File: src/rtl/lsu_ctrl_pkg.sv
`default_nettype none
// -----------------------------------------------------------------------------
// lsu_ctrl_pkg : encodings shared by the MEM-stage load/store unit
// Rev 1.0
// -----------------------------------------------------------------------------
package lsu_ctrl_pkg;

  localparam logic [6:0] INSTR_LD = 7'b0000011;
  localparam logic [6:0] INSTR_ST = 7'b0100011;

  localparam logic [2:0] LSU_B  = 3'b000;
  localparam logic [2:0] LSU_H  = 3'b001;
  localparam logic [2:0] LSU_W  = 3'b010;
  localparam logic [2:0] LSU_BU = 3'b100;
  localparam logic [2:0] LSU_HU = 3'b101;

  typedef enum logic [1:0] {
    S_IDLE = 2'd0,
    S_REQ  = 2'd1,
    S_WAIT = 2'd2,
    S_RESP = 2'd3
  } lsu_state_e;

endpackage
`default_nettype wire

File: src/rtl/lsu_align.sv
`default_nettype none
// -----------------------------------------------------------------------------
// lsu_align : size decode, byte strobes, store lane placement, load extension
// Rev 1.0
// -----------------------------------------------------------------------------
module lsu_align
  import lsu_ctrl_pkg::*;
#(
  parameter bit CHECK_ALIGN = 1'b1
) (
  input  logic [2:0]  funct3_i,
  input  logic [1:0]  addr_lo_i,
  input  logic [31:0] wdata_i,
  input  logic [31:0] rdata_i,
  output logic        misalign_o,
  output logic [3:0]  be_o,
  output logic [31:0] wdata_o,
  output logic [31:0] ld_data_o
);

  logic [4:0]  sh;
  logic [15:0] lo16;
  logic [31:0] rep;
  logic        sext;

  always_comb begin
    sh         = {addr_lo_i, 3'b000};
    lo16       = 16'(rdata_i >> sh);
    sext       = ~funct3_i[2];
    misalign_o = 1'b0;
    be_o       = 4'b0000;
    rep        = '0;
    ld_data_o  = '0;
    case (funct3_i)
      LSU_B, LSU_BU: begin
        be_o      = 4'b0001 << addr_lo_i;
        rep       = {4{wdata_i[7:0]}};
        ld_data_o = {{24{sext & lo16[7]}}, lo16[7:0]};
      end
      LSU_H, LSU_HU: begin
        misalign_o = CHECK_ALIGN & addr_lo_i[0];
        be_o       = 4'b0011 << addr_lo_i;
        rep        = {2{wdata_i[15:0]}};
        ld_data_o  = {{16{sext & lo16[15]}}, lo16};
      end
      LSU_W: begin
        misalign_o = CHECK_ALIGN & (addr_lo_i != 2'b00);
        be_o       = 4'b1111;
        rep        = wdata_i;
        ld_data_o  = rdata_i;
      end
      // Unencoded widths are reported through the misalign path.
      default: misalign_o = 1'b1;
    endcase
    // Rotate rather than shift so unaligned sizes still land in their lanes.
    wdata_o = (rep << sh) | (rep >> (6'd32 - {1'b0, sh}));
  end

endmodule
`default_nettype wire

File: src/rtl/lsu_ctrl.sv
`default_nettype none
// -----------------------------------------------------------------------------
// lsu_ctrl : RV32 MEM-stage load/store unit, handshaked data-bus master
// Rev 1.0
// -----------------------------------------------------------------------------
module lsu_ctrl
  import lsu_ctrl_pkg::*;
#(
  parameter int unsigned ADDR_W      = 32,
  parameter int unsigned TIMEOUT_CYC = 64,
  parameter bit          CHECK_ALIGN = 1'b1
) (
  input  logic              clk,
  input  logic              rst_n,
  input  logic              req_valid_i,
  output logic              req_ready_o,
  input  logic              req_st_i,
  input  logic [2:0]        req_funct3_i,
  input  logic [ADDR_W-1:0] req_addr_i,
  input  logic [31:0]       req_wdata_i,
  input  logic [4:0]        req_rd_idx_i,
  output logic              bus_req_o,
  output logic              bus_we_o,
  output logic [ADDR_W-1:0] bus_addr_o,
  output logic [3:0]        bus_be_o,
  output logic [31:0]       bus_wdata_o,
  input  logic              bus_gnt_i,
  input  logic              bus_rvalid_i,
  input  logic [31:0]       bus_rdata_i,
  input  logic              bus_err_i,
  output logic              rsp_valid_o,
  output logic              rsp_rd_en_o,
  output logic [4:0]        rsp_rd_idx_o,
  output logic [31:0]       rsp_rd_wdata_o,
  output logic              excp_ld_misalign_o,
  output logic              excp_ld_bus_err_o,
  output logic              excp_st_amo_misalign_o,
  output logic              excp_st_amo_bus_err_o,
  output logic [ADDR_W-1:0] excp_bad_addr_o
);

  localparam int unsigned      CNT_W    = (TIMEOUT_CYC < 2) ? 1 : $clog2(TIMEOUT_CYC);
  localparam logic [CNT_W-1:0] CNT_LAST = (TIMEOUT_CYC == 0) ? '0 : CNT_W'(TIMEOUT_CYC - 1);

  lsu_state_e        state_q, state_d;
  logic              st_q, st_d;
  logic [2:0]        funct3_q, funct3_d;
  logic [ADDR_W-1:0] addr_q, addr_d;
  logic [4:0]        rd_idx_q, rd_idx_d;
  logic [CNT_W-1:0]  cnt_q, cnt_d;
  logic              ready_q, ready_d;
  logic              bus_req_q, bus_req_d;
  logic              bus_we_q, bus_we_d;
  logic [ADDR_W-1:0] bus_addr_q, bus_addr_d;
  logic [3:0]        bus_be_q, bus_be_d;
  logic [31:0]       bus_wdata_q, bus_wdata_d;
  logic              rsp_valid_q, rsp_valid_d;
  logic              rsp_rd_en_q, rsp_rd_en_d;
  logic [4:0]        rsp_rd_idx_q, rsp_rd_idx_d;
  logic [31:0]       rsp_rd_wdata_q, rsp_rd_wdata_d;
  logic [3:0]        excp_q, excp_d;
  logic [ADDR_W-1:0] bad_addr_q, bad_addr_d;

  logic              in_idle;
  logic [2:0]        al_funct3;
  logic [1:0]        al_addr_lo;
  logic              al_misalign;
  logic [3:0]        al_be;
  logic [31:0]       al_wdata;
  logic [31:0]       al_ld;
  logic              timeout;
  logic              go_rsp;
  logic              rsp_fault;
  logic              rsp_mis;
  logic              ld_ok;

  // Align unit sees the incoming request in IDLE and the captured op otherwise.
  assign in_idle    = (state_q == S_IDLE);
  assign al_funct3  = in_idle ? req_funct3_i : funct3_q;
  assign al_addr_lo = in_idle ? req_addr_i[1:0] : addr_q[1:0];
  assign timeout    = (TIMEOUT_CYC != 0) && (cnt_q == CNT_LAST);

  lsu_align #(
    .CHECK_ALIGN (CHECK_ALIGN)
  ) u_align (
    .funct3_i   (al_funct3),
    .addr_lo_i  (al_addr_lo),
    .wdata_i    (req_wdata_i),
    .rdata_i    (bus_rdata_i),
    .misalign_o (al_misalign),
    .be_o       (al_be),
    .wdata_o    (al_wdata),
    .ld_data_o  (al_ld)
  );

  always_comb begin
    state_d     = state_q;
    st_d        = st_q;
    funct3_d    = funct3_q;
    addr_d      = addr_q;
    rd_idx_d    = rd_idx_q;
    cnt_d       = cnt_q;
    bus_req_d   = bus_req_q;
    bus_we_d    = bus_we_q;
    bus_addr_d  = bus_addr_q;
    bus_be_d    = bus_be_q;
    bus_wdata_d = bus_wdata_q;
    go_rsp      = 1'b0;
    rsp_fault   = 1'b0;
    rsp_mis     = 1'b0;

    case (state_q)
      S_IDLE: begin
        if (req_valid_i) begin
          st_d     = req_st_i;
          funct3_d = req_funct3_i;
          addr_d   = req_addr_i;
          rd_idx_d = req_rd_idx_i;
          cnt_d    = '0;
          if (al_misalign) begin
            go_rsp  = 1'b1;
            rsp_mis = 1'b1;
          end else begin
            state_d     = S_REQ;
            bus_req_d   = 1'b1;
            bus_we_d    = req_st_i;
            bus_addr_d  = {req_addr_i[ADDR_W-1:2], 2'b00};
            bus_be_d    = al_be;
            bus_wdata_d = al_wdata;
          end
        end
      end
      S_REQ: begin
        cnt_d = cnt_q + 1'b1;
        if (timeout) begin
          go_rsp    = 1'b1;
          rsp_fault = 1'b1;
        end else if (bus_gnt_i) begin
          state_d = S_WAIT;
        end
      end
      S_WAIT: begin
        cnt_d = cnt_q + 1'b1;
        if (bus_rvalid_i) begin
          go_rsp    = 1'b1;
          rsp_fault = bus_err_i;
        end else if (timeout) begin
          go_rsp    = 1'b1;
          rsp_fault = 1'b1;
        end
      end
      default: state_d = S_IDLE;
    endcase

    if (go_rsp) begin
      state_d = S_RESP;
    end
    if (state_d != S_REQ) begin
      bus_req_d   = 1'b0;
      bus_we_d    = 1'b0;
      bus_addr_d  = '0;
      bus_be_d    = 4'b0000;
      bus_wdata_d = '0;
    end

    ld_ok          = go_rsp & ~st_d & ~rsp_fault & ~rsp_mis;
    ready_d        = (state_d == S_IDLE);
    rsp_valid_d    = go_rsp;
    rsp_rd_en_d    = ld_ok & (rd_idx_d != 5'd0);
    rsp_rd_idx_d   = go_rsp ? rd_idx_d : 5'd0;
    rsp_rd_wdata_d = ld_ok ? al_ld : 32'd0;
    excp_d         = {rsp_mis & ~st_d, rsp_fault & ~st_d, rsp_mis & st_d, rsp_fault & st_d};
    bad_addr_d     = (rsp_mis | rsp_fault) ? addr_d : '0;
  end

  always_ff @(posedge clk or negedge rst_n) begin
    if (!rst_n) begin
      state_q        <= S_IDLE;
      st_q           <= 1'b0;
      funct3_q       <= 3'b000;
      addr_q         <= '0;
      rd_idx_q       <= 5'd0;
      cnt_q          <= '0;
      ready_q        <= 1'b1;
      bus_req_q      <= 1'b0;
      bus_we_q       <= 1'b0;
      bus_addr_q     <= '0;
      bus_be_q       <= 4'b0000;
      bus_wdata_q    <= '0;
      rsp_valid_q    <= 1'b0;
      rsp_rd_en_q    <= 1'b0;
      rsp_rd_idx_q   <= 5'd0;
      rsp_rd_wdata_q <= '0;
      excp_q         <= 4'b0000;
      bad_addr_q     <= '0;
    end else begin
      state_q        <= state_d;
      st_q           <= st_d;
      funct3_q       <= funct3_d;
      addr_q         <= addr_d;
      rd_idx_q       <= rd_idx_d;
      cnt_q          <= cnt_d;
      ready_q        <= ready_d;
      bus_req_q      <= bus_req_d;
      bus_we_q       <= bus_we_d;
      bus_addr_q     <= bus_addr_d;
      bus_be_q       <= bus_be_d;
      bus_wdata_q    <= bus_wdata_d;
      rsp_valid_q    <= rsp_valid_d;
      rsp_rd_en_q    <= rsp_rd_en_d;
      rsp_rd_idx_q   <= rsp_rd_idx_d;
      rsp_rd_wdata_q <= rsp_rd_wdata_d;
      excp_q         <= excp_d;
      bad_addr_q     <= bad_addr_d;
    end
  end

  assign req_ready_o            = ready_q;
  assign bus_req_o              = bus_req_q;
  assign bus_we_o               = bus_we_q;
  assign bus_addr_o             = bus_addr_q;
  assign bus_be_o               = bus_be_q;
  assign bus_wdata_o            = bus_wdata_q;
  assign rsp_valid_o            = rsp_valid_q;
  assign rsp_rd_en_o            = rsp_rd_en_q;
  assign rsp_rd_idx_o           = rsp_rd_idx_q;
  assign rsp_rd_wdata_o         = rsp_rd_wdata_q;
  assign excp_ld_misalign_o     = excp_q[3];
  assign excp_ld_bus_err_o      = excp_q[2];
  assign excp_st_amo_misalign_o = excp_q[1];
  assign excp_st_amo_bus_err_o  = excp_q[0];
  assign excp_bad_addr_o        = bad_addr_q;

endmodule
`default_nettype wire

File: config.mk
export PLATFORM = sky130hd
export DESIGN_NAME = lsu_ctrl
export DESIGN_NICKNAME = d
export VERILOG_FILES = /design/src/rtl/lsu_ctrl_pkg.sv /design/src/rtl/lsu_align.sv /design/src/rtl/lsu_ctrl.sv
export SDC_FILE = /design/constraint.sdc
export NUM_CORES = 1
export LEC_CHECK = 0
export CORE_MARGIN = 3
export CORE_UTILIZATION = 50
export CTS_BUF_LIST = sky130_fd_sc_hd__clkbuf_4
export DETAILED_ROUTE_END_ITERATION = 6
export PLACE_DENSITY = 0.85
export RECOVER_POWER = 25
export SYNTH_ARGS = -nofsm -noshare
export SYNTH_HDL_FRONTEND = slang
export SYNTH_SLANG_ARGS = --single-unit
File: constraint.sdc
create_clock -name clk -period 4.1 [get_ports clk]
set_input_delay 0.82 -clock clk [delete_from_list [all_inputs] [get_ports clk]]
set_output_delay 0.82 -clock clk [all_outputs]
set_load 0.005 [all_outputs]
==> out/metrics.yaml, run 1 <==
status: "finished, violations left"
violations: "max-capacitance violations, max-slew violations"
synth_area_leaders: "dfrtp_1, nand2_1, mux2_2"
hold_viol: 0
post_cts_buffers: 0
fin_crit_sh_pct: 88.0
setup-violations-final: 0
timing.rr.start: "state_q[0]"
grt_pass1_vias: 8161
drive_gt1_share_pct: 11.4
cts_root_buf: "clkbuf_4"
drt_pass1_iterations: 5
finalCriticalPeriod_ns: 3.61
drtAntennaViolNets: 0
n_fill_cell: 1418
power_density_nw_per_um2: 649
grt_remaining_overflow: 0
instances_no_fill: 1446
crit_path_start: "state_q[0]"
hpwl_um: 20400
tns_ns: 0
synth_edf_count: 0
hp-class: "reg2reg"
multi_input_area_um2: 4380
tightest_slew_ns: 2.79
io_buffers: 254
place_congestion: 0.934
synth_cell_types: 72
synth_area_um2: 9600
core_um2: 18800
yosysTopAreaCellShare_pct: 50.0
antenna_found_initial: 0
drt_wl_total_um: 28900
cts_sinks: 193
tritoncts: "done"
ff2ff_setup_slack_ns: 0.49
crit_end: "bus_wdata_o[27]"
grt_first_pass_wirelength_um: 44300
power.leakage_nw: 5.23
globalRouteTotalUtil_pct: 27.2
layout_common_cells: "clkdlybuf4s50_1, dfrtp_1, nand2_1"
seqCellArea_um2: 4830
total_power_mw: 8.22
ys_seq_area_share_pct: 50.3
grt_max_degree: 115
drc_errors: 0
final_common_cell: "clkdlybuf4s50_1"
syn_area_per_cell_um2: 9.90
ys_seq_elements: 193
fmax_ghz: 0.277
num_antenna_cells: 0
yosysWarnings: 0
die_h_um: 145
irDropWorstVdd_mv: 0.585
async_flop_share_pct: 100
clock_latency_ns: 0.62
dieWidth_um: 145
ctsHoldBuffers: 0
yosys.area.top_type: "dfrtp_1"
ios: 257
rsz0062_at_grt: "no"
arrival_ns: 4.10
vias: 8661
post_cts_resized: 0
cts_made_buffers: 17
required_ns: 4.59
crit_fanout: 79
vias_per_cell: 5.99
netlist_instances: 970
synth_ff_type: "dfrtp_1"
clk_path_buf_depth: 2
initial_core_util_pct: 51.2
final.setup_skew_ns: 0.0439
critPathCaptureType: "flip-flop"
dieArea_um2: 20900
final-max-slew-violation-count: 114
area_growth_pct: 31.8
drt-wirelength-per-cell_um: 20.0
dp_cells: 1414
worstReg2RegEnd: "bus_wdata_o[27]"
path_class: "reg2reg"
drt-initial-drc-count: 834
rr_worst_depth: 12
row_count: 50
cp-start-kind: "flip-flop"
max_slew_margin_pct: -85.9
cts.htree.levels: 4
nets: 1318
drv_cap: 1
clk_pin_slew_ns: 0.18
==> worst min path at each step <==
| stage | start | end | slack [ns] | cells past startpoint |
|---|---|---|---|---|
| after floorplan | rd_idx_q[1] | rd_idx_q[1] | 0.47 | 2 |
| after global placement | addr_q[22] | addr_q[22] | 0.47 | 1 |
| after detailed placement | addr_q[23] | addr_q[23] | 0.48 | 1 |
| after CTS | rst_n | addr_q[7] | 0.30 | 1 |
| after global routing | addr_q[23] | addr_q[23] | 0.53 | 1 |
| final | addr_q[26] | addr_q[26] | 0.52 | 1 |
==> metal layers <==
metal	GRT usage (%)	share of wire, %
met4	9.43	3.4
met5	0	0
met3	7.90	10
met2	42.2	47
met1	36.7	39
==> sequential cells by signal, summed over array words and instances, names as in the netlist, 2 cells and up <==
name	flops
cnt_q	6
bus_wdata_o	32
state_q	2
addr_q	32
bus_be_o	4
rsp_rd_wdata_o	32
funct3_q	3
bus_addr_o	30
excp_q	4
rsp_rd_idx_o	5
excp_bad_addr_o	32
rd_idx_q	5
==> cells by family after synthesis <==
family / after synthesis / share of synthesized area [%]
AOI/OAI and AO/OA: 277 / 19.5
buffers and inverters: 84 / 4.29
DFF: 193 / 50.3
adders and majority gates: 8 / 1.04
other: 1 / 0.0391
and+or+nand+nor: 329 / 15.8
muxes: 78 / 9.08
==> layout make-up <==
type | instances | area share [%]
clock buffer | 17 | 1.01
inverter | 12 | 0.356
sequential | 193 | 38.2
clock inverter | 15 | 1.57
timing repair buffer | 281 | 22.0
tap | 234 | 2.31
multi-input combinational | 694 | 34.6
==> metrics by stage <==
step	setup WS (ns)	cell area, um2	utilization, %	hold WS, ns
2_1_floorplan	0.513	9610	-	0.465
3_3_place_gp	0.439	12300	65.7	0.474
3_5_place_dp	0.355	12300	65.7	0.482
4_1_cts	0.577	12700	67.5	0.303
5_1_grt	0.245	12700	67.4	0.532
6_report	0.493	12700	67.4	0.518
==> worst max-delay path, stage by stage, from the launching register on <==
cell and delay, ns:
dfrtp_1 0.47, inv_1 0.19, ha_1 0.35, mux2_4 0.40
inv_2 0.07, ha_1 0.27, nor4b_2 0.24, a311o_2 0.19
and3_2 0.18, buf_4 0.62, o21ai_0 0.23, o22ai_1 0.16
nor2_1 0.05
==> power breakdown <==
| group | total, mW | switching (mW) | internal, mW | leakage [nW] |
|---|---|---|---|---|
| clock | 1.10 | 0.797 | 0.306 | 0.164 |
| sequential | 2.49 | 0.176 | 2.32 | 2.58 |
| combinational | 4.62 | 2.75 | 1.88 | 2.48 |
| total | 8.22 | 3.72 | 4.50 | 5.23 |
==> synth_stat cells (all sizes together) (6+ instances only) <==
cell type,number
clkbuf,37
inv,11
buf,35
a21oi,81
mux2,47
dfrtp,192
a21boi,32
a31oi,8
a22oi,15
nand2,153
a211oi,16
ha,8
nor2,74
nand3,40
nor3,24
and3,10
o211ai,29
o22ai,8
o21ai,32
a21o,6
a311oi,9
mux2i,30
a22o,6
a32oi,7
No activity file was read; power rests on OpenSTA's default activity.
==> run 2, diff against run 1 <==
--- a/config.mk
+++ b/config.mk
@@ -5,10 +5,12 @@
 export SDC_FILE = /design/constraint.sdc
 export NUM_CORES = 1
 export LEC_CHECK = 0
+export ABC_CLOCK_PERIOD_IN_PS = 4100
 export CORE_MARGIN = 3
 export CORE_UTILIZATION = 50
 export CTS_BUF_LIST = sky130_fd_sc_hd__clkbuf_4
 export DETAILED_ROUTE_END_ITERATION = 6
+export GPL_ROUTABILITY_DRIVEN = 0
 export PLACE_DENSITY = 0.85
 export RECOVER_POWER = 25
 export SYNTH_ARGS = -nofsm -noshare
==> run 2 against run 1 <==
Compared with the run above: the run still ends with max-capacitance violations, max-slew violations left; clock skew down 0.0023 ns; critical path depth unchanged; core utilization about the same; register-to-register slack worse by 0.02 ns; combinational power about the same; highest routed layer unchanged; largest power group unchanged; global-route usage up 0.27 points.
==> out/metrics.yaml, run 2 (synthesis gave the netlist of run 1 again) <==
die_h_um: 145  # unchanged
clock_latency_ns: 0.62  # about the same
power.leakage_nw: 5.23  # +0.12%
fin_crit_sh_pct: 88.3  # +0.37 points
clk_pin_slew_ns: 0.17  # about the same
tightest_slew_ns: 2.37  # -0.417 ns
grt_first_pass_wirelength_um: 45000  # +1.5%
critPathTopFamily: "compound AO/OA/AOI/OAI gates"
hpwl_um: 20300  # -0.41%
clk_path_buf_depth: 2  # unchanged
cts_made_buffers: 17  # unchanged
arrival_ns: 4.13  # +0.03 ns
drive_gt1_share_pct: 11.4  # unchanged
crit_fanout: 68  # -14%
final_common_cell: "clkdlybuf4s50_1"
stdcell_area_um2: 12700  # about the same
whs_ns: 0.519  # +0.000793 ns
cp-start-kind: "flip-flop"
grt_max_degree: 99  # -14%
row_count: 50  # unchanged
ctsHoldBuffers: 0  # unchanged
ff2ff_setup_slack_ns: 0.48  # -0.02 ns
layout_common_cells: "clkdlybuf4s50_1, dfrtp_1, nand2_1"
final-max-slew-violation-count: 99  # -13%
max_slew_margin_pct: -58.2  # +28 points
cts.htree.levels: 4  # unchanged
finalCriticalPeriod_ns: 3.62  # +0.0153 ns
grt_pass1_vias: 8473  # +3.8%
grt_remaining_overflow: 0  # unchanged
ios: 257  # unchanged
drt-initial-drc-count: 874  # +4.8%
area_growth_pct: 31.8  # about the same
nets: 1318  # unchanged
irDropWorstVdd_mv: 0.416  # -29%
rsz0062_at_grt: "no"
cts_root_buf: "clkbuf_4"
post_cts_buffers: 0  # unchanged
antenna_found_initial: 2  # +2
globalRouteTotalUtil_pct: 27.4  # +0.27 points
core_um2: 18800  # unchanged
required_ns: 4.60  # about the same
io_buffers: 254  # unchanged
final.setup_skew_ns: 0.0416  # -0.00231 ns
fmax_ghz: 0.276  # -0.42%
setup-violations-final: 0  # unchanged
violations: "max-capacitance violations, max-slew violations"
tns_ns: 0  # unchanged
dieArea_um2: 20900  # unchanged
power_density_nw_per_um2: 653  # +0.50%
critPathCaptureType: "flip-flop"
crit_chain: "inv_1, ha_1, mux2_4, clkinv_1, ha_1, nor4b_2, a311o_2, a21o_1, nand4b_1, a211o_2, buf_12, a311oi_1"
slowest_stage: "dfrtp_1"
post_cts_resized: 0  # unchanged
cts_sinks: 193  # unchanged
drt-wirelength-per-cell_um: 20.1  # +0.48%
drv_cap: 1  # unchanged
drt_wl_total_um: 29000  # +0.62%
dieWidth_um: 145  # unchanged
vias: 8744  # +0.96%
slowest_delay_ns: 0.47  # -0.15 ns
tritoncts: "done"
total_power_mw: 8.26  # +0.56%
vias_per_cell: 6.04  # +0.82%
place_area_um2: 12300  # unchanged
worst_slack_ns: 0.478  # -0.0153 ns
hold_viol: 0  # unchanged
status: "finished, violations left"
drc_errors: 0  # unchanged
n_fill_cell: 1407  # -0.78%
path_class: "reg2reg"
path_buf_inv: 3  # unchanged
cp_common_cell: "ha_1"
drt_pass1_iterations: 5  # unchanged
initial_core_util_pct: 51.2  # unchanged
dp_slack_ns: 0.270  # -0.0852 ns
drtAntennaViolNets: 0  # unchanged
hp-class: "reg2reg"
[run 2: per-layer routing]
metal	vias to the layer above	track usage (%)	wire length, um
met1	4183	36.2	11400
met4	0	11.5	1340
met5	-	0	0
met3	106	8.30	2990
met2	510	42.4	13400
li1	3945	-	-
[run 2: final cells by class]
cell class              instances  area, um2  area share [%]
inverters                      12       45.0           0.356
well taps                     234        293            2.31
diodes                          2       5.00          0.0395
flip-flops and latches        193       4830            38.2
clock inverters                15        216            1.71
multi-input cells             694       4380            34.6
clock buffers                  17        128            1.01
repair buffers                281       2760            21.8
[run 2: where the power goes]
group	internal, mW	switching, mW	total (mW)
clock network	0.318	0.823	1.14
logic	1.87	2.76	4.63
registers	2.31	0.179	2.49
total	4.50	3.77	8.26
[run 2: worst paths after layout]
check                            from                  to  depth (start not counted)
max in group asynchronous       rst_n  rsp_rd_wdata_o[26]                          2
min                         addr_q[2]           addr_q[2]                          1
min reg2reg                 addr_q[2]           addr_q[2]                          1
max reg2reg                state_q[0]     bus_wdata_o[23]                         12
max                        state_q[0]     bus_wdata_o[23]                         12
min in group asynchronous       rst_n           addr_q[7]                          1
[run 2: worst register-to-register path, cell delays in order, from the launching register on]
cell,delay [ns]
dfrtp_1,0.47
inv_1,0.17
ha_1,0.36
mux2_4,0.35
clkinv_1,0.06
ha_1,0.27
nor4b_2,0.23
a311o_2,0.19
a21o_1,0.36
nand4b_1,0.21
a211o_2,0.37
buf_12,0.20
a311oi_1,0.30
[run 2: metrics by stage]
step / cells / utilization (%)
6_report: 1448 / 67.5
5_1_grt: 1448 / 67.5
4_1_cts: 1446 / 67.6
3_5_place_dp: 1414 / 65.7
3_3_place_gp: 1414 / 65.7
2_1_floorplan: 971 / -
==> RTL edit 1: new RTL, settings of run 1 <==
Set the parameter `ADDR_W` to 36 (it was 32).
--- a/src/rtl/lsu_ctrl.sv
+++ b/src/rtl/lsu_ctrl.sv
@@ -6,7 +6,7 @@
 module lsu_ctrl
   import lsu_ctrl_pkg::*;
 #(
-  parameter int unsigned ADDR_W      = 32,
+  parameter int unsigned ADDR_W      = 36,
   parameter int unsigned TIMEOUT_CYC = 64,
   parameter bit          CHECK_ALIGN = 1'b1
 ) (
Interface: changed (resized bus_addr_o, excp_bad_addr_o and req_addr_i); port bits go from 257 to 269. No check against the original RTL was run, so the function may have changed too.
==> RTL edit 1 against run 1 <==
The flow finishes with violations (DRC, capacitance limit, slew limit). Synthesized area grew 2.9%. Global-route usage is 2.2 points higher. Critical endpoint is now bus_wdata_o[29]$_DFFE_PN0P_. Total power up 12%. Fmax is 1.3% higher. Die area increased by 2.7%. Cell count increased by 5.3%. Sequential cell count is 12 higher. Final area rose by 5.7%. Setup slack improved by 0.046 ns. Via count rose by 2.7%. Wire length is 11% higher. Non-clock buffer count up 8. Critical path depth decreased by 3. Largest power group unchanged.
==> RTL edit 1: results (changes against run 1) <==
[finish]
clock_buffer_cells = 76  ; was 17
share_of_the_final_layout_cell_area_in_multi_input_gates = 0.3255  ; was 0.3462
clkCellAreaFrac = 0.04950  ; was 0.02581
layout.non_clock_buffers = 289  ; was 281
area_taken_by_flip_flops_and_latches_sq_um = 5131  ; was 4831 sq um
post_route_cells_drive_above_1_share = 0.1482  ; was 0.1139
num-nonclk-inverters = 13  ; was 12
numSequentialCells = 205  ; was 193
multiInputCombCellCount = 659  ; was 694
numnets_final = 1344  ; was 1318
layout.filler_cells = 1462  ; was 1418
n_antenna_cell = 1  ; was 0
buffer_area_frac = 0.2131  ; was 0.2195

[global_routing]
antenna_found_initial = 1  ; was 0
grt_pass1_vias = 9048  ; was 8161
total_routing_resource_utilization_after_global_routing = 0.2934  ; was 0.2717
grt_max_degree = 117  ; was 115
wire_length_of_the_first_global_routing_pass_mm = 50.58  ; was 44.31 mm

[clock_tree]
clk_latency_ns = 0.68  ; was 0.62 ns
cts_max_path_bufs = 3  ; was 2
h-tree-depth = 2  ; was 4
cts-buffers-inserted = 53  ; was 17
clk_transition_reported_paths_ns = 0.07  ; was 0.18 ns

[power_and_ir_drop]
p_leak_nw = 5.551  ; was 5.228 nW
sw_frac_of_total = 0.4280  ; was 0.4529
pwr-share-clk = 0.188  ; was 0.134
power.ir.vdd_worst_uv = 472.0  ; was 584.6 uV
p_comb_frac = 0.521  ; was 0.563

[setup_path]
critical_path.slowest_cell = or3_2  ; was buf_4
critical-path-top-delay-family = simple AND/OR/NAND/NOR gates  ; was buffers and inverters
crit_arrival_ns = 4.09  ; was 4.10 ns
cp_max_fo = 50  ; was 79
timing.critical_path.slowest_cell_delay_ns = 0.87  ; was 0.62 ns
timing.critical_path.from_type = register  ; unchanged

[drt]
detailroute.via_count = 8897  ; was 8661
drtIter0Drc = 880  ; was 834
drt-pass1-iter-count = 7  ; was 5
routed_wirelength_mm = 31.93  ; was 28.87 mm
route.detailed.drc = 1  ; was 0

[placed_design]
gpl.final_weighted_congestion = 0.9224  ; was 0.9335
io_buffer_count = 266  ; was 254
dp_hpwl_mm = 21.43  ; was 20.36 mm
preCtsSetupSlack_ns = 0.1426  ; was 0.3554 ns

[synthesis]
synthTopCellsByArea = dfrtp_1, mux2_2, nand2_1, a21oi_1, nor2_1  ; was dfrtp_1, nand2_1, mux2_2, a21oi_1, mux2i_1
ys_async_sr_fraction = 1.000  ; unchanged
synth_commonest_cells = dfrtp_1, nand2_1, a21oi_1, nor2_1, mux2_2  ; was dfrtp_1, nand2_1, a21oi_1
seq_area_frac_synth = 0.5194  ; was 0.5031

[sta]
slew_viol_final = 117  ; was 114
max_slew_margin = -0.9318  ; was -0.8594
clock-skew-final_ns = 0.06493  ; was 0.04387 ns
postLayoutSetupSlackWorst_ns = 0.5387  ; was 0.4932 ns

[worst_hold_path]
hold_path_startpoint = addr_q[13]$_DFF_PN0_  ; was addr_q[26]$_DFF_PN0_

[status]
status = finished with violations  ; unchanged
violations = DRC, capacitance limit, slew limit  ; was capacitance limit, slew limit

[run]
cap_violations = 1  ; unchanged

## RTL edit 1: final timing paths
kind / end / slack [ns] / cells after the start
worst max-delay path: bus_wdata_o[29]$_DFFE_PN0P_ / 0.54 / 9
worst min-delay path: addr_q[13]$_DFF_PN0_ / 0.49 / 1
worst max register to register: bus_wdata_o[29]$_DFFE_PN0P_ / 0.54 / 9
worst min register to register: addr_q[13]$_DFF_PN0_ / 0.49 / 1
max in group asynchronous: excp_bad_addr_o[8]$_DFF_PN0_ / 0.81 / 2
min in group asynchronous: rsp_rd_wdata_o[5]$_DFF_PN0_ / 1.02 / 1
## RTL edit 1: kinds of logic (layout without fill, tap and decap cells)
group / after synthesis / after routing / share of synthesized area
xor gates and xnor gates: 2 / 2 / 0.001774
adders and majority gates: 8 / 8 / 0.01013
DFF: 205 / 205 / 0.5194
and+or+nand+nor: 291 / 291 / 0.1326
muxes: 84 / 84 / 0.1042
buffers and inverters: 87 / 398 / 0.04205
other: 1 / 3 / 0.0003796
AOI/OAI and AO/OA: 272 / 272 / 0.1894
## RTL edit 1: per-layer routing
layer / track usage / up-vias / part of all wire
li1: - / 3998 / -
met1: 0.3781 / 4311 / 0.39
met2: 0.4696 / 507 / 0.47
met3: 0.08783 / 81 / 0.11
met4: 0.1134 / 0 / 0.031
met5: 0 / - / 0
## RTL edit 1: through the flow
stage,util,hold WS [ns],area (sq um),cells,power (W)
after floorplan,-,0.4654,9882,951,0.005792
after global placement,0.6673,0.4750,12730,1426,0.007339
after detailed placement,0.6673,0.4795,12730,1426,0.007429
after CTS,0.7020,0.2600,13400,1522,0.009198
after global routing,0.7007,0.5030,13370,1523,0.009749
final,0.7007,0.4912,13370,1523,0.009226
==> RTL edit 2: new RTL, settings of run 1 <==
Made on the original files. `addr_q` no longer has a reset.
--- a/src/rtl/lsu_ctrl.sv
+++ b/src/rtl/lsu_ctrl.sv
@@ -178,7 +178,6 @@
       state_q        <= S_IDLE;
       st_q           <= 1'b0;
       funct3_q       <= 3'b000;
-      addr_q         <= '0;
       rd_idx_q       <= 5'd0;
       cnt_q          <= '0;
       ready_q        <= 1'b1;
@@ -197,7 +196,6 @@
       state_q        <= state_d;
       st_q           <= st_d;
       funct3_q       <= funct3_d;
-      addr_q         <= addr_d;
       rd_idx_q       <= rd_idx_d;
       cnt_q          <= cnt_d;
       ready_q        <= ready_d;
@@ -215,6 +213,10 @@
     end
   end
 
+  always_ff @(posedge clk) begin
+    addr_q <= addr_d;
+  end
+
   assign req_ready_o            = ready_q;
   assign bus_req_o              = bus_req_q;
   assign bus_we_o               = bus_we_q;
Behaviour: no difference found for any inputs over 4 cycles, from zero or initial values and one cycle with rst_n low; that may be too few to reach the edited logic, so the function may still have changed.
==> RTL edit 2 against run 1 <==
The flow still finishes with violations (capacitance limit, slew limit). Sequential cell count is the same. Non-clock buffer count grew 4. Critical path type unchanged. Setup slack lost 0.14 ns. First-iteration DRC count grew 23%. Synthesized cell count is the same. Final area shrank 1.1%. Synthesized area shrank 1.7%. Wire length grew 3.7%. Total power grew 1.3%. Highest routed layer is now met5. Utilization grew 1.1 points. Hold slack lost 0.022 ns.
==> RTL edit 2: results (changes against run 1) <==
[setup_path]
r2r_cells = 13  ; was 12
critical_path.slowest_cell = dfrtp_1  ; was buf_4
timing.critical_path.slowest_cell_delay_ns = 0.49  ; was 0.62 ns
ff2ff_setup_slack_ns = 0.35  ; was 0.49 ns
critical_path.endpoint = rsp_rd_wdata_o[10]$_DFF_PN0_  ; was bus_wdata_o[27]$_DFFE_PN0P_
crit_arrival_ns = 4.30  ; was 4.10 ns

[power_and_ir_drop]
p_comb_frac = 0.561  ; was 0.563
p_leak_nw = 5.140  ; was 5.228 nW
power.ir.vdd_worst_uv = 533.6  ; was 584.6 uV
internal_power_w = 0.004529  ; was 0.004496 W

[status]
violations = capacitance limit, slew limit  ; unchanged
status = finished with violations  ; unchanged

[synthesis]
mean_cell_area_of_the_mapped_netlist_sq_um = 9.735  ; was 9.900 sq um
netlist_area_sq_um = 9443  ; was 9603 sq um
ys_async_sr_fraction = 0.8342  ; was 1.000
synthTopCellsByArea = dfrtp_1, dfxtp_1, nand2_1, mux2_2, a21oi_1  ; was dfrtp_1, nand2_1, mux2_2, a21oi_1, mux2i_1
synth_commonest_cells = dfrtp_1, nand2_1, a21oi_1  ; unchanged
netlist-cell-type-count = 73  ; was 72

[global_routing]
antenna_found_initial = 2  ; was 0
grt_pass1_vias = 8360  ; was 8161
grt_max_degree = 94  ; was 115
wire_length_of_the_first_global_routing_pass_mm = 45.93  ; was 44.31 mm

[placed_design]
preCtsSetupSlack_ns = 0.1394  ; was 0.3554 ns
post-place-cells = 1413  ; was 1414
gpl.final_weighted_congestion = 0.9239  ; was 0.9335
post_dp_cell_area_sq_um = 12180  ; was 12340 sq um

[sta]
min_period_ns = 3.747  ; was 3.607 ns
clock-skew-final_ns = 0.03039  ; was 0.04387 ns
slew_viol_final = 94  ; was 114

[finish]
share_of_the_final_layout_cell_area_in_multi_input_gates = 0.3502  ; was 0.3462
clkCellAreaFrac = 0.02691  ; was 0.02581
numnets_final = 1322  ; was 1318
post_route_cells_drive_above_1_share = 0.1151  ; was 0.1139
layout.non_clock_buffers = 285  ; was 281
layout.filler_cells = 1391  ; was 1418
buffer_area_frac = 0.2228  ; was 0.2195
n_antenna_cell = 1  ; was 0

[worst_hold_path]
worstHoldEndpoint = addr_q[22]$_DFF_P_  ; was addr_q[26]$_DFF_PN0_
hold_path_startpoint = addr_q[22]$_DFF_P_  ; was addr_q[26]$_DFF_PN0_

[drt]
drtIter0Drc = 1026  ; was 834
detailroute.via_count = 8759  ; was 8661
wirelength_met1_mm = 11.68  ; was 11.27 mm
dr_wl_met3_mm = 3.054  ; was 2.919 mm

[clock_tree]
clk_transition_reported_paths_ns = 0.20  ; was 0.18 ns

[run]
cap_violations = 1  ; unchanged

## RTL edit 2: changes by cell type after synthesis
cell and delta:
dfxtp_1 +32, dfrtp_1 -32
## RTL edit 2: cell families (layout without fill, tap and decap cells)
family | after synthesis | count (layout) | synth area share
AOI/OAI and AO/OA | 277 | 277 | 0.1982
adders and majority gates | 8 | 8 | 0.01060
buffers and inverters | 84 | 329 | 0.04359
DFF | 193 | 193 | 0.4946
muxes | 78 | 78 | 0.09235
other | 1 | 3 | 0.0003971
and+or+nand+nor | 329 | 329 | 0.1602
## RTL edit 2: metrics by stage
step,utilization,hold slack (ns),power (W)
after floorplan,-,0.4459,0.005538
after global placement,0.6669,0.4521,0.006979
after detailed placement,0.6669,0.4571,0.007080
after CTS,0.6853,0.2668,0.008240
after global routing,0.6847,0.5075,0.008799
final,0.6847,0.4959,0.008329
## RTL edit 2: layer usage
layer,vias to the layer above,track usage
li1,3956,-
met1,4240,0.3880
met2,486,0.4475
met3,75,0.07987
met4,2,0.09663
met5,-,0
